[config.mk]
export PLATFORM = sky130hd
export DESIGN_NAME = hpd_ctrl
export DESIGN_NICKNAME = d
export VERILOG_FILES = /design/src/rtl/hpd_ctrl.sv
export SDC_FILE = /design/constraint.sdc
export NUM_CORES = 1
export LEC_CHECK = 0
export CAP_MARGIN = 20
export CORE_ASPECT_RATIO = 1.1
export CORE_MARGIN = 3
export CORE_UTILIZATION = 50
export CTS_CLUSTER_DIAMETER = 150
export CTS_CLUSTER_SIZE = 14
export DETAILED_ROUTE_END_ITERATION = 10
export DONT_BUFFER_PORTS = 1
export MAX_ROUTING_LAYER = met4
export PLACE_DENSITY_LB_ADDON = 0.1
export SKIP_CTS_REPAIR_TIMING = 1
export SLEW_MARGIN = 40
export SYNTH_ARGS = -nofsm -noshare
export SYNTH_HDL_FRONTEND = slang
export SYNTH_SLANG_ARGS = --single-unit
export TNS_END_PERCENT = 30
[constraint.sdc]
create_clock -name clk -period 2 [get_ports clk]
set_input_delay 0.4 -clock clk [delete_from_list [all_inputs] [get_ports clk]]
set_output_delay 0.4 -clock clk [all_outputs]
set_load 0.005 [all_outputs]
[src/rtl/hpd_ctrl.sv]
// Hot-plug-detect controller: debounces the HPD enable, waits for a stable pixel-PLL lock,
// and forces minimum-width low pulses on EDID updates or lock loss.
module hpd_ctrl #(
  parameter int unsigned DEBOUNCE_CYCLES = 1000,
  parameter int unsigned ASSERT_DELAY    = 100000,
  parameter int unsigned HPD_LOW_CYCLES  = 10000000,
  parameter int unsigned CNT_W           = 24
) (
  input  logic       clk,
  input  logic       reset,
  input  logic       enable,
  input  logic       pll_locked,
  input  logic       edid_update,
  output logic       hpd_out,
  output logic [1:0] state_o,
  output logic [7:0] replug_count
);

  localparam logic [1:0] S_OFF  = 2'd0;
  localparam logic [1:0] S_WAIT = 2'd1;
  localparam logic [1:0] S_ON   = 2'd2;
  localparam logic [1:0] S_LOW  = 2'd3;

  localparam logic [CNT_W-1:0] CNT_ONE  = CNT_W'(1);
  localparam logic [CNT_W-1:0] DB_LAST  = CNT_W'(DEBOUNCE_CYCLES - 1);
  localparam logic [CNT_W-1:0] ON_LAST  = CNT_W'(ASSERT_DELAY - 1);
  localparam logic [CNT_W-1:0] LOW_LAST = CNT_W'(HPD_LOW_CYCLES - 1);
  localparam logic [7:0]       REPLUG_MAX = 8'hFF;

  logic             lock_meta;
  logic             lock_s;
  logic             en_stable;
  logic [CNT_W-1:0] db_cnt;
  logic [1:0]       state;
  logic [1:0]       state_n;
  logic [CNT_W-1:0] timer;
  logic [CNT_W-1:0] timer_n;
  logic [7:0]       replug_n;

  // Two-flop synchronizer for the asynchronous PLL lock
  always_ff @(posedge clk) begin
    if (reset) begin
      lock_meta <= 1'b0;
      lock_s    <= 1'b0;
    end else begin
      lock_meta <= pll_locked;
      lock_s    <= lock_meta;
    end
  end

  // Enable debounce: a new level must persist DEBOUNCE_CYCLES consecutive cycles
  always_ff @(posedge clk) begin
    if (reset) begin
      en_stable <= 1'b0;
      db_cnt    <= '0;
    end else if (enable != en_stable) begin
      if (db_cnt == DB_LAST) begin
        en_stable <= enable;
        db_cnt    <= '0;
      end else begin
        db_cnt <= db_cnt + CNT_ONE;
      end
    end else begin
      db_cnt <= '0;
    end
  end

  always_ff @(posedge clk) begin
    if (reset) begin
      state        <= S_OFF;
      timer        <= '0;
      hpd_out      <= 1'b0;
      replug_count <= '0;
    end else begin
      state        <= state_n;
      timer        <= timer_n;
      hpd_out      <= (state_n == S_ON);
      replug_count <= replug_n;
    end
  end

  // Next-state logic; the shared timer clears on every state change
  always_comb begin
    state_n  = state;
    timer_n  = '0;
    replug_n = replug_count;
    case (state)
      S_OFF: begin
        if (en_stable) state_n = S_WAIT;
      end
      S_WAIT: begin
        if (!en_stable) begin
          state_n = S_OFF;
        end else if (lock_s) begin
          if (timer == ON_LAST) state_n = S_ON;
          else                  timer_n = timer + CNT_ONE;
        end
      end
      S_ON: begin
        if (!en_stable) begin
          state_n = S_OFF;
        end else if (!lock_s || edid_update) begin
          state_n = S_LOW;
          if (replug_count != REPLUG_MAX) replug_n = replug_count + 8'd1;
        end
      end
      S_LOW: begin
        // Pulse width is fixed; enable and lock are only consulted at expiry
        if (timer == LOW_LAST) state_n = en_stable ? S_WAIT : S_OFF;
        else                   timer_n = timer + CNT_ONE;
      end
      default: state_n = S_OFF;
    endcase
  end

  assign state_o = state;

endmodule

* Word-level counts from Yosys, hierarchy flattened
Cells that the tools add are included.
** Storage, ports and cells
- Input bits :: 5
- Output and inout bits :: 11
- Flip-flop bits (word level) :: 62
- Logic and storage cells :: 41
** Operators by class
- Add/sub/neg operators :: 3
- Multiplexer cells :: 14
- Equality and inequality tests :: 9
- Reductions and logical operators :: 6
- Bitwise logic cells :: 1
** Operators with widths (number)
- 24-bit two-way mux :: 4
- 24-bit by 1-bit adder with 24-bit output (second input constant) :: 2
- 24-bit one-hot mux with 2 select lines :: 1
- 24-bit by 10-bit == test with 1-bit output (second input constant) :: 1
- 24-bit by 17-bit == test with 1-bit output (second input constant) :: 1
- 24-bit == test (second input constant) :: 1
- 2-bit two-way mux :: 7
- 8-bit by 1-bit adder with 8-bit output (second input constant) :: 1
- 8-bit != test (second input constant) :: 1
- 2-bit one-hot mux with 4 select lines :: 1
- 2-bit == test (second input constant) :: 3
- 4-bit AND reduction :: 1
- 3-bit OR reduction :: 1
- 2-bit by 1-bit == test with 1-bit output (second input constant) :: 1
- 2-bit logical NOT :: 1
- 2-bit AND reduction :: 1
- 1-bit logical NOT :: 1
- 1-bit logical OR :: 1
- 1-bit two-way mux :: 1
- 1-bit != test :: 1
- 1-bit NOT :: 1

* Logic depth before layout (Yosys ltp)
- Depth after elaboration :: 6
- Gate-level depth with buffers :: 7
- Gate-level depth less buffers :: 5

* Worst setup path after synthesis
Ideal clock, no wire load.
- Path type :: register to register
- From :: register db_cnt[0]
- To :: register db_cnt[20]
- Path buffers :: 1
- Stages on the path, launching flop included :: 7
- Setup slack :: 0.043 ns
- Period minus slack after synthesis :: 1.957 ns
- Required time :: 1.930 ns
- Arrival :: 1.887 ns
- Cell sequence :: dfxtp_1 ha_1 nand4_1 or4_1 clkbuf_1 or3_1 a21oi_1
** On the way
- Word-level cells in the longest chain between the ends :: 2
- Elaborated cells between the ends (all ways) :: 3
- Those cells by class :: add/sub (1); eq/ne (1); reduce/logical (1)
** Ends and longest elaborated chain
- from (decl) :: line 33 : logic [CNT_W-1:0] db_cnt;
- from (signal assigned) :: line 61 : db_cnt <= db_cnt + CNT_ONE;
- branches (longest 2 deep; another with 24-bit by 1-bit adder with 24-bit output)
Several ways; the timed one is not identified.
A chain may end at the register's enable or synchronous reset.

* Worst setup path after layout
- From :: register db_cnt[12]
- To :: register db_cnt[23]
Same word-level chain as after synthesis.

==> results.json <==
{
  "synth_xor_area_share_pct": 8.309,
  "async_flop_share_pct": 0,
  "setup_viol": 0,
  "synthTopCellsByCount": "dfxtp_1, a21oi_1, nor2_1",
  "grt_usage_pct": 20.28,
  "crit_fanout": 9,
  "critPathBufInv": 0,
  "cp_slowest_cell": "or4_4",
  "cp-end-kind": "flop",
  "ys_seq_area_share_pct": 42.05,
  "switching_share_pct": 20.91,
  "post-route-min-period_ns": 1.894,
  "drv_cap": 0,
  "fmax_ghz": 0.5280,
  "layout-drive-gt1-share_pct": 12.40,
  "cts_num_sinks": 62,
  "max_stage_delay_ns": 0.62,
  "area_growth_pct": 12.89,
  "crit_required_ns": 2.27,
  "avgSynthCellArea_sq_um": 8.580,
  "vias_per_cell": 5.925,
  "hold_ws_ns": 0.1229,
  "setup_ws_ns": 0.1060,
  "num_vias": 2595,
  "synthDominantCellAreaShare_pct": 42.05,
  "synth_area_sq_mm": 0.002952,
  "seqPwrFrac_pct": 55.1,
  "io_pins": 16,
  "synthCells": 344,
  "crit_chain": "nand4_1 > or4_4 > or4_1 > a21oi_1",
  "pwr-share-clk_pct": 44.1,
  "routedWlPerCell_microns": 14.16,
  "cts-root-buf": "clkbuf_8",
  "synth_flop_cell": "dfxtp_1",
  "ys_seq_elements": 62,
  "worstSetupPathType": "flop to flop",
  "combPwrFrac_pct": 0.8,
  "rsz0062_at_grt": "true",
  "timing.slew.headroom_pct": 61.60,
  "startpoint_type": "flop",
  "grt-ovfl-total": 0,
  "timing.final.max_slew_violations": 0,
  "hold_viol_final": 0,
  "hpwlAfterDp_microns": 4334,
  "die_x_microns": 79.26,
  "cts_made_buffers": 9,
  "synthMuxAreaShare_pct": 0.3815,
  "rows": 28,
  "grt_start_max_net_pins": 25,
  "utilization_pct": 60.19,
  "internal_power_w": 0.001781,
  "preCtsSetupSlack_ns": 0.03166,
  "drc": 0,
  "switching_power_w": 0.0004709,
  "yosys.area.top_type": "dfxtp_1",
  "yosysMostFrequentCell": "dfxtp_1",
  "crit_family": "simple AND/OR/NAND/NOR gates",
  "cts_buffer_depth": 2,
  "path_clk_slew_ns": 0.06,
  "ant_nets": 0,
  "grt_pass1_wl_microns": 10850,
  "drt-pass1-iter-count": 4,
  "synth-adder-area-share_pct": 1.696,
  "place.gp.congestion": 0.8835,
  "die-area_sq_mm": 0.006862,
  "synth_compound_area_share_pct": 14.62,
  "p_leak_nw": 1.003,
  "drt_wl_total_microns": 6204,
  "cts_tree": "built",
  "finClkSkew_ns": 0.005814,
  "hold_path_class": "primary input to flop",
  "coreArea_sq_mm": 0.005535,
  "worst_skew_pair.late_latency_ns": 0.34,
  "synth_warnings": 0,
  "synth_nets": 353,
  "min_period_over_period_pct": 94.70,
  "drt_iter0_markers": 95,
  "tns_ns": 0,
  "synth_top_family_by_area": "simple AND/OR/NAND/NOR gates",
  "worstPathArrival_ns": 2.16,
  "status": "finished, final reports clean",
  "grt_pass1_vias": 2481,
  "antenna_cells": 0,
  "port_buffers": 0,
  "yosys.area_share.simple_pct": 29.59,
  "synth_edf_count": 0,
  "htree_levels": 3,
  "peakVddDrop_v": 0.0004734,
  "synth_area_leaders": "dfxtp_1, a21oi_1, xnor2_1, nand4_1, or4_1",
  "power_density_mw_per_mm2": 675.9,
  "synth_cell_types": 40,
  "reg2reg_slack_ns": 0.11,
  "tightestPinTransition_ns": 0.5739,
  "dieHeight_microns": 86.58,
  "nNetsFinal": 369,
  "antenna_found_initial": 0,
  "start_util_pct": 53.32
}
-- worst reg2reg max path, stage by stage, from the launching register on --
cell	delay (ns)
dfxtp_1	0.39
nand4_1	0.17
or4_4	0.62
or4_1	0.50
a21oi_1	0.15
-- flip-flops by register name, summed over array words and instances, names as in the netlist --
register and count:
en_stable 1, hpd_out 1, lock_s 1, db_cnt 24, timer 24, lock_meta 1, replug_count 8, state_o 2
-- area by class of cell --
cell class | instances | area, sq um
clock inverters | 1 | 5.005
well taps | 75 | 93.84
repair buffers | 21 | 170.2
clock buffers | 13 | 168.9
multi-input cells | 257 | 1619
inverters | 9 | 33.78
flip-flops and latches | 62 | 1241
fillers | 531 | 2203
-- cells by family (layout without fill, tap and decap cells) --
logic type      Yosys count  count (layout)
simple gates            152             152
flops                    62              62
mux                       1               1
fa+ha+maj                 4               4
compound gates           72              72
xor+xnor                 28              28
buf+inv                  25              44
-- power groups by stage --
stage	registers [W]	logic (W)	clock network, W
floorplan	0.00127	0.0000156	0
global placement	0.00127	0.0000174	0
detailed placement	0.00127	0.0000171	0
CTS	0.00124	0.0000172	0.00102
global route	0.00124	0.0000197	0.00107
finish	0.00124	0.0000172	0.000994
-- path summary, 6_finish.rpt --
path,startpoint,endpoint,cells past startpoint
worst max register to register,db_cnt[12]$_SDFF_PP0_,db_cnt[23]$_SDFF_PP0_,4
worst min-delay path,reset,replug_count[4]$_SDFFE_PP0P_,1
worst max-delay path,db_cnt[12]$_SDFF_PP0_,db_cnt[23]$_SDFF_PP0_,4
worst min register to register,lock_meta$_SDFF_PP0_,lock_s$_SDFF_PP0_,1
-- per-layer routing --
layer	GRT usage (%)	routed length [microns]	vias to the layer above
met3	4.158	145	11
met2	33.46	3091	22
met4	10.94	127	0
met5	-	0	-
met1	23.07	2840	1244
li1	-	-	1318
-- placed cells by master, fill, tap and decap left out, types with 2 or more instances in the layout --
cell / Yosys / final
a22oi_1: 9 / 9
and2_1: 2 / 2
and3_1: 4 / 4
ha_1: 4 / 4
clkbuf_8: 0 / 12
or3_2: 2 / 2
nand3_1: 19 / 19
or4_4: 0 / 2
xor2_1: 11 / 11
or4_1: 16 / 14
nand2b_1: 4 / 4
nor3_1: 6 / 6
xnor2_1: 17 / 17
o41ai_1: 2 / 2
or3_1: 9 / 9
dfxtp_1: 62 / 62
and4_1: 5 / 5
nor4_1: 12 / 12
buf_4: 0 / 20
or2_2: 3 / 3
nand2_1: 14 / 14
o21ai_1: 2 / 2
inv_1: 9 / 9
a21oi_1: 30 / 30
nor2b_1: 4 / 4
o21ai_0: 15 / 15
nor2_1: 25 / 25
nand4_1: 21 / 21
o31ai_1: 10 / 10
-- per-stage QoR --
step / instances / cell area, sq um / total power [W]
floorplan: 344 / 2952 / 0.001284
global route: 438 / 3332 / 0.002327
global placement: 424 / 3151 / 0.001286
detailed placement: 424 / 3151 / 0.001286
CTS: 438 / 3324 / 0.002278
finish: 438 / 3332 / 0.002252
Power figures use the tool's default switching activity.
